## src/rtl/multicycle_control_if.sv

```systemverilog
// Handshake and control bundle between fetch/memory side and the multicycle control FSM.
interface multicycle_control_if #(
    parameter int ALUOP_W = 4,
    parameter int CNT_W   = 16
);
    logic               instr_valid;
    logic [31:0]        instruction;
    logic               instr_ready;
    logic               mem_ready;
    logic [ALUOP_W-1:0] ALUOp;
    logic               ALUSrc;
    logic               MemtoReg;
    logic               MemRead;
    logic               MemWrite;
    logic               RegWrite;
    logic               Branch;
    logic               PCWrite;
    logic               IRWrite;
    logic               illegal;
    logic [2:0]         state;
    logic [CNT_W-1:0]   retired;

    modport master (
        output instr_valid, instruction, mem_ready,
        input  instr_ready, ALUOp, ALUSrc, MemtoReg, MemRead, MemWrite,
               RegWrite, Branch, PCWrite, IRWrite, illegal, state, retired
    );

    modport slave (
        input  instr_valid, instruction, mem_ready,
        output instr_ready, ALUOp, ALUSrc, MemtoReg, MemRead, MemWrite,
               RegWrite, Branch, PCWrite, IRWrite, illegal, state, retired
    );
endinterface

```

## src/rtl/multicycle_control.sv

```systemverilog
// Multicycle RV32 subset control FSM: fetch handshake, decode, exec, memory wait with timeout, writeback.
// state  | meaning
// IDLE   | ready for a new instruction, latch IR on instr_valid
// DECODE | classify IR, illegal encodings go to TRAP
// EXEC   | ALU step; branches retire here
// MEM    | hold MemRead/MemWrite until mem_ready or timeout
// WB     | register writeback and PC update
// TRAP   | sticky illegal state, left only by rst
module multicycle_control #(
    parameter int ALUOP_W     = 4,
    parameter int MEM_TIMEOUT = 15,
    parameter int EN_ORI      = 1,
    parameter int CNT_W       = 16
) (
    input logic clk,
    input logic rst,
    multicycle_control_if.slave bus
);
    typedef enum logic [2:0] {
        IDLE   = 3'd0,
        DECODE = 3'd1,
        EXEC   = 3'd2,
        MEM    = 3'd3,
        WB     = 3'd4,
        TRAP   = 3'd5
    } state_t;

    typedef enum logic [1:0] {K_ALU, K_BR, K_LW, K_SW} kind_t;

    localparam logic [7:0] WAIT_LAST = 8'(MEM_TIMEOUT - 1);

    state_t           st_q, st_d;
    logic [31:0]      ir;
    logic [7:0]       wait_cnt;
    logic [CNT_W-1:0] retired_q;
    kind_t            kind_q, dec_kind;
    logic [3:0]       op_q, dec_op;
    logic             src_q, dec_src, dec_legal;
    logic             retire, cnt_clr, cnt_inc, hold;
    logic             ready, irwrite, mrd, mwr, rw, m2r, br, pcw;
    logic [6:0]       opcode;
    logic [2:0]       funct3;
    logic [6:0]       funct7;
    logic             unused_ir;

    assign opcode    = ir[6:0];
    assign funct3    = ir[14:12];
    assign funct7    = ir[31:25];
    assign unused_ir = ^{ir[24:15], ir[11:7]};

    always_comb begin
        dec_kind  = K_ALU;
        dec_op    = 4'b0000;
        dec_src   = 1'b0;
        dec_legal = 1'b0;
        case (opcode)
            7'b0110011: begin
                if (funct7 == 7'b0000000) begin
                    case (funct3)
                        3'b000:  begin dec_legal = 1'b1; dec_op = 4'b0010; end
                        3'b111:  begin dec_legal = 1'b1; dec_op = 4'b0000; end
                        3'b110:  begin dec_legal = 1'b1; dec_op = 4'b0001; end
                        default: dec_legal = 1'b0;
                    endcase
                end else if (funct7 == 7'b0100000 && funct3 == 3'b000) begin
                    dec_legal = 1'b1;
                    dec_op    = 4'b0110;
                end
            end
            7'b1100011: begin
                if (funct3 == 3'b000 || funct3 == 3'b100) begin
                    dec_legal = 1'b1;
                    dec_kind  = K_BR;
                    dec_op    = 4'b0110;
                end
            end
            7'b0000011: begin
                if (funct3 == 3'b010) begin
                    dec_legal = 1'b1;
                    dec_kind  = K_LW;
                    dec_op    = 4'b0010;
                    dec_src   = 1'b1;
                end
            end
            7'b0100011: begin
                if (funct3 == 3'b010) begin
                    dec_legal = 1'b1;
                    dec_kind  = K_SW;
                    dec_op    = 4'b0010;
                    dec_src   = 1'b1;
                end
            end
            7'b0110111: begin
                dec_legal = 1'b1;
                dec_op    = 4'b0100;
                dec_src   = 1'b1;
            end
            7'b0010011: begin
                if (funct3 == 3'b000) begin
                    dec_legal = 1'b1;
                    dec_op    = 4'b0010;
                    dec_src   = 1'b1;
                end else if (funct3 == 3'b110 && EN_ORI != 0) begin
                    dec_legal = 1'b1;
                    dec_op    = 4'b0001;
                    dec_src   = 1'b1;
                end
            end
            default: dec_legal = 1'b0;
        endcase
    end

    always_comb begin
        st_d    = st_q;
        retire  = 1'b0;
        cnt_clr = 1'b0;
        cnt_inc = 1'b0;
        hold    = 1'b0;
        ready   = 1'b0;
        irwrite = 1'b0;
        mrd     = 1'b0;
        mwr     = 1'b0;
        rw      = 1'b0;
        m2r     = 1'b0;
        br      = 1'b0;
        pcw     = 1'b0;
        case (st_q)
            IDLE: begin
                ready = 1'b1;
                if (bus.instr_valid) begin
                    irwrite = 1'b1;
                    st_d    = DECODE;
                end
            end
            DECODE: st_d = dec_legal ? EXEC : TRAP;
            EXEC: begin
                hold = 1'b1;
                case (kind_q)
                    K_BR: begin
                        br     = 1'b1;
                        pcw    = 1'b1;
                        retire = 1'b1;
                        st_d   = IDLE;
                    end
                    K_LW, K_SW: begin
                        cnt_clr = 1'b1;
                        st_d    = MEM;
                    end
                    default: st_d = WB;
                endcase
            end
            MEM: begin
                hold = 1'b1;
                mrd  = (kind_q == K_LW);
                mwr  = (kind_q == K_SW);
                // completion wins over a timeout landing in the same cycle
                if (bus.mem_ready) begin
                    if (kind_q == K_LW) begin
                        st_d = WB;
                    end else begin
                        pcw    = 1'b1;
                        retire = 1'b1;
                        st_d   = IDLE;
                    end
                end else begin
                    cnt_inc = 1'b1;
                    if (wait_cnt == WAIT_LAST) st_d = TRAP;
                end
            end
            WB: begin
                hold   = 1'b1;
                rw     = 1'b1;
                pcw    = 1'b1;
                m2r    = (kind_q == K_LW);
                retire = 1'b1;
                st_d   = IDLE;
            end
            TRAP:    st_d = TRAP;
            default: st_d = TRAP;
        endcase
    end

    always_ff @(posedge clk) begin
        if (rst) begin
            st_q      <= IDLE;
            ir        <= '0;
            wait_cnt  <= '0;
            retired_q <= '0;
            kind_q    <= K_ALU;
            op_q      <= '0;
            src_q     <= 1'b0;
        end else begin
            st_q <= st_d;
            if (irwrite) ir <= bus.instruction;
            if (st_q == DECODE) begin
                kind_q <= dec_kind;
                op_q   <= dec_op;
                src_q  <= dec_src;
            end
            if (cnt_clr)      wait_cnt <= '0;
            else if (cnt_inc) wait_cnt <= wait_cnt + 8'd1;
            if (retire) retired_q <= retired_q + CNT_W'(1);
        end
    end

    assign bus.instr_ready = ready;
    assign bus.IRWrite     = irwrite;
    assign bus.ALUOp       = hold ? ALUOP_W'(op_q) : '0;
    assign bus.ALUSrc      = hold & src_q;
    assign bus.MemtoReg    = m2r;
    assign bus.MemRead     = mrd;
    assign bus.MemWrite    = mwr;
    assign bus.RegWrite    = rw;
    assign bus.Branch      = br;
    assign bus.PCWrite     = pcw;
    assign bus.illegal     = (st_q == TRAP);
    assign bus.state       = st_q;
    assign bus.retired     = retired_q;
endmodule
```

## src/flat_wrapper.sv

```systemverilog
// flat-port wrapper written by rule: the top's interface ports become plain ports
module multicycle_control_flat 
#(
    parameter int ALUOP_W     = 4,
    parameter int MEM_TIMEOUT = 15,
    parameter int EN_ORI      = 1,
    parameter int CNT_W       = 16
)
  (clk, rst, bus_instr_valid, bus_instruction, bus_mem_ready, bus_instr_ready, bus_ALUOp, bus_ALUSrc, bus_MemtoReg, bus_MemRead, bus_MemWrite, bus_RegWrite, bus_Branch, bus_PCWrite, bus_IRWrite, bus_illegal, bus_state, bus_retired);
  multicycle_control_if #(.ALUOP_W(ALUOP_W), .CNT_W(CNT_W)) bus_i ();
  input logic clk;
  input logic rst;
  input wire logic [$bits(bus_i.instr_valid)-1:0] bus_instr_valid;
  input wire logic [$bits(bus_i.instruction)-1:0] bus_instruction;
  input wire logic [$bits(bus_i.mem_ready)-1:0] bus_mem_ready;
  output wire logic [$bits(bus_i.instr_ready)-1:0] bus_instr_ready;
  output wire logic [$bits(bus_i.ALUOp)-1:0] bus_ALUOp;
  output wire logic [$bits(bus_i.ALUSrc)-1:0] bus_ALUSrc;
  output wire logic [$bits(bus_i.MemtoReg)-1:0] bus_MemtoReg;
  output wire logic [$bits(bus_i.MemRead)-1:0] bus_MemRead;
  output wire logic [$bits(bus_i.MemWrite)-1:0] bus_MemWrite;
  output wire logic [$bits(bus_i.RegWrite)-1:0] bus_RegWrite;
  output wire logic [$bits(bus_i.Branch)-1:0] bus_Branch;
  output wire logic [$bits(bus_i.PCWrite)-1:0] bus_PCWrite;
  output wire logic [$bits(bus_i.IRWrite)-1:0] bus_IRWrite;
  output wire logic [$bits(bus_i.illegal)-1:0] bus_illegal;
  output wire logic [$bits(bus_i.state)-1:0] bus_state;
  output wire logic [$bits(bus_i.retired)-1:0] bus_retired;
  assign bus_i.instr_valid = bus_instr_valid;
  assign bus_i.instruction = bus_instruction;
  assign bus_i.mem_ready = bus_mem_ready;
  assign bus_instr_ready = bus_i.instr_ready;
  assign bus_ALUOp = bus_i.ALUOp;
  assign bus_ALUSrc = bus_i.ALUSrc;
  assign bus_MemtoReg = bus_i.MemtoReg;
  assign bus_MemRead = bus_i.MemRead;
  assign bus_MemWrite = bus_i.MemWrite;
  assign bus_RegWrite = bus_i.RegWrite;
  assign bus_Branch = bus_i.Branch;
  assign bus_PCWrite = bus_i.PCWrite;
  assign bus_IRWrite = bus_i.IRWrite;
  assign bus_illegal = bus_i.illegal;
  assign bus_state = bus_i.state;
  assign bus_retired = bus_i.retired;
  multicycle_control #(.ALUOP_W(ALUOP_W), .MEM_TIMEOUT(MEM_TIMEOUT), .EN_ORI(EN_ORI), .CNT_W(CNT_W)) u_core (.clk(clk), .rst(rst), .bus(bus_i));
endmodule
```

## config.mk

```make
export PLATFORM = sky130hd
export DESIGN_NAME = multicycle_control_flat
export DESIGN_NICKNAME = d
export VERILOG_FILES = /design/src/rtl/multicycle_control_if.sv /design/src/rtl/multicycle_control.sv /design/src/flat_wrapper.sv
export SDC_FILE = /design/constraint.sdc
export NUM_CORES = 1
export LEC_CHECK = 0
export BUFFER_PORTS_ARGS = -buffer_cell sky130_fd_sc_hd__buf_2
export CORE_MARGIN = 4
export CORE_UTILIZATION = 52
export DETAILED_ROUTE_END_ITERATION = 7
export PLACE_DENSITY = 0.78
export SLEW_MARGIN = 10
export SYNTH_ARGS = -nofsm -noshare
export SYNTH_HDL_FRONTEND = slang
export SYNTH_SLANG_ARGS = --single-unit
```

## constraint.sdc

```tcl
create_clock -name clk -period 1.9 [get_ports clk]
set_input_delay 0.285 -clock clk [delete_from_list [all_inputs] [get_ports clk]]
set_output_delay 0.285 -clock clk [all_outputs]
set_load 0.1 [all_outputs]
```

==> flow_metrics.env <==
export IMPL_synth_cell_type_count=63
export IMPL_insertedDiodeCount=0
export IMPL_hold_violations=0
export IMPL_setup_violations=1
export IMPL_die_w_um=78.6
export IMPL_drc=0
export IMPL_grt_total_usage=0.208
export IMPL_fmax_ghz=0.516
export IMPL_cp_arrival_ps=1650
export IMPL_htree_levels=2
export IMPL_yosysWarnings=0
export IMPL_ios=69
export IMPL_die_h_um=78.6
export IMPL_layout_nets=412
export IMPL_post_route_util=0.711
export IMPL_slew_violations=0
export IMPL_slowest_delay_ps=380
export IMPL_clkPwrFrac=0.197
export IMPL_period_share=1.02
export IMPL_yosys_most_used_dff="dfxtp_1"
export IMPL_fill_cells=378
export IMPL_cp_top_family="buffers and inverters"
export IMPL_drt_iter0_markers=100
export IMPL_clkLatencyLatePin_ps=300
export IMPL_crit_end="bus_PCWrite"
export IMPL_placedCellCount=424
export IMPL_p_sw_w=0.00155
export IMPL_cp_cell_sequence="mux2_4, a221oi_2, buf_4, clkinvlp_4, buf_8"
export IMPL_drtAntennaViolNets=0
export IMPL_syn_to_final_growth_pct=31.4
export IMPL_crit_slowest_cell="dfxtp_4"
export IMPL_layout_setup_ws_ps=-39.6
export IMPL_p_leak_nw=1.32
export IMPL_r2r_cells=8
export IMPL_vias=2508
export IMPL_rrSetupSlack_ps=50
export IMPL_crit_start="u_core.bus.state[0]"
export IMPL_seqPwrFrac=0.366
export IMPL_io_buffers=52
export IMPL_vias_per_cell=5.69
export IMPL_p_per_area_nw_per_um2=1040
export IMPL_status="finished, violations left"
export IMPL_synthArstFlopShare=0
export IMPL_die_area_um2=6180
export IMPL_clk_path_buf_depth=2
export IMPL_antenna_found_initial=0
export IMPL_synth_seq_area_share=0.386
export IMPL_final_cell_count_no_fill=441
export IMPL_reg2reg_from="u_core.bus.state[0]"
export IMPL_cts_hold_repair_buffers=0
export IMPL_required_ps=1620
export IMPL_period_needed_ps=1940
export IMPL_cts_tree="done"
export IMPL_grt_pass1_vias=2346
export IMPL_hold_class="primary input to register"
export IMPL_numCtsBuffers=5
export IMPL_dpl_worst_slack_ps=109
export IMPL_root_buffer="clkbuf_8"
export IMPL_end_kind="output port"
export IMPL_design_area_um2=3400
export IMPL_crit_type="register to output port"
export IMPL_hold_ws_ps=217
export IMPL_rsz0062_at_grt="yes"
export IMPL_placementRows=25
export IMPL_cts_sinks=50
export IMPL_gr_total_overflow=0
export IMPL_dr_pass1_iters=4
export IMPL_core_area_um2=4790
export IMPL_syn_inst=315
export IMPL_path_clk_slew_ps=90
export IMPL_grt_max_degree=30
export IMPL_grt_pass1_wl_mm=10.5
export IMPL_critPathMaxFanout=4
export IMPL_cp_depth=5
export IMPL_internal_power_w=0.00198
export IMPL_fin_skew_ps=6.19
export IMPL_cp_num_buf_inv=3
export IMPL_ys_seq_elements=50
export IMPL_synth_edf_count=0
export IMPL_r2r_end="u_core.bus.retired[10]"
export IMPL_swShare=0.438
export IMPL_avgSynthCellArea_um2=8.23
export IMPL_syn_area_um2=2590
export IMPL_place_area_um2=3170
export IMPL_wl_per_cell_um=14.1
export IMPL_drt_wl_total_mm=6.20
export IMPL_max_vdd_ir_drop_mv=0.628
export IMPL_initial_core_util=0.541
export IMPL_combPwrFrac=0.437
export IMPL_hpwl_mm=4.44
export IMPL_gp_congestion=0.869
export IMPL_syn_nets=354
export IMPL_cap_violations=0
export IMPL_violations="setup timing"
export IMPL_drive_above_1_share=0.321
export IMPL_startpoint_type="register"
[sequential cells by signal (all words and copies together), names as in the netlist]
signal and flops:
u_core.bus.retired 16, u_core.bus.state 3, u_core.ir 17, u_core.kind_q 2
u_core.op_q 3, u_core.src_q 1, u_core.wait_cnt 8
[cell usage in the layout, fill, tap and decap left out, types with 8 or more instances in the layout]
master,n
buf_2,41
buf_12,9
nand4_1,8
dfxtp_1,47
buf_4,18
nand2_1,36
xor2_1,8
nor2_1,14
inv_1,8
a21oi_1,29
nand2_2,9
nand3_1,12
[metrics by stage]
| step | TNS (ps) | total power (W) |
|---|---|---|
| finish | -39.6 | 0.00353 |
| global route | -357 | 0.00372 |
| CTS | -50.7 | 0.00348 |
| detailed placement | 0 | 0.00272 |
| global placement | 0 | 0.00270 |
| floorplan | -19930 | 0.00252 |
[cell usage after synthesis, types with 2 or more instances]
master	count	share of area
or2_2	2	0.0048
or4_1	6	0.017
o21a_1	6	0.017
inv_1	9	0.013
a221oi_2	2	0.012
o21ai_0	6	0.012
xor2_1	8	0.027
nand3b_1	2	0.0058
nor4_1	6	0.014
nand3_1	12	0.023
and4_1	3	0.010
nand4_1	8	0.019
dfxtp_1	50	0.39
ha_1	3	0.014
o21ai_1	2	0.0039
o31a_1	6	0.020
or3_1	4	0.0097
buf_6	2	0.0087
a211o_1	2	0.0068
and3_1	4	0.0097
o31ai_1	5	0.014
nand2_1	46	0.067
a21oi_1	32	0.062
nor2b_1	9	0.022
buf_4	4	0.012
and2_1	2	0.0048
clkinv_1	2	0.0029
buf_2	5	0.0097
xnor2_1	2	0.0068
o211ai_1	2	0.0058
nor3_1	6	0.012
clkbuf_1	9	0.013
nor2_1	18	0.026
[worst min-delay path by stage]
stage	startpoint	to	slack, ps	cells past startpoint
floorplan	bus_instruction[26]	u_core.ir[26]	420	2
global placement	u_core.ir[26]	u_core.ir[26]	440	2
detailed placement	u_core.ir[27]	u_core.ir[27]	450	2
CTS	bus_instruction[30]	u_core.ir[30]	210	3
global route	bus_instruction[30]	u_core.ir[30]	220	3
finish	bus_instruction[30]	u_core.ir[30]	220	3
[power by group through the flow]
stage / Clock (W) / Sequential [W] / Combinational (W)
finish: 0.000696 / 0.00129 / 0.00154
CTS: 0.000712 / 0.00129 / 0.00148
detailed placement: 0 / 0.00132 / 0.00140
global route: 0.000753 / 0.00131 / 0.00165
global placement: 0 / 0.00132 / 0.00139
floorplan: 0 / 0.00145 / 0.00107
[cell families (layout without fill, tap and decap cells)]
logic type / count (synthesis) / in the layout / synth area share
buffers and inverters: 31 / 90 / 0.0589
AND/OR/NAND/NOR: 140 / 140 / 0.291
multiplexers: 2 / 2 / 0.00966
other: 1 / 1 / 0.00145
XOR/XNOR: 10 / 10 / 0.0338
adder cells (fa/ha/maj): 3 / 3 / 0.0145
flip-flops: 50 / 50 / 0.386
AO/OA/AOI/OAI: 78 / 78 / 0.204
[routing by layer]
layer | part of all wire | track usage | up-vias
met1 | 0.43 | 0.252 | 1157
met5 | 0 | 0 | -
met4 | 0.021 | 0.0839 | 0
met2 | 0.49 | 0.359 | 85
li1 | - | - | 1251
met3 | 0.059 | 0.0378 | 15
[repair_timing]
action                     4_1_cts  5_1_grt
buffers inserted                 2        7
gates resized for setup          7        9
pin swaps                        0        2
setup endpoints to repair       11       15
gates cloned                     0        0
[area by class of cell]
cell class	instances	area [um^2]	area share
Multi-Input combinational cell	234	1590	0.466
Sequential cell	50	1010	0.297
Timing Repair Buffer	71	562	0.165
Clock buffer	6	93.8	0.0276
Tap cell	67	83.8	0.0246
Inverter	11	57.6	0.0169
Clock inverter	2	10.0	0.00294
[worst register-to-register path, delay by kind of cell (launching register included)]
| family | cells | cell delay [ps] |
|---|---|---|
| AO/OA/AOI/OAI | 2 | 180 |
| flip-flops | 1 | 370 |
| AND/OR/NAND/NOR | 2 | 640 |
| buffers and inverters | 4 | 620 |
Note: power is estimated with default switching activity, not from simulation.
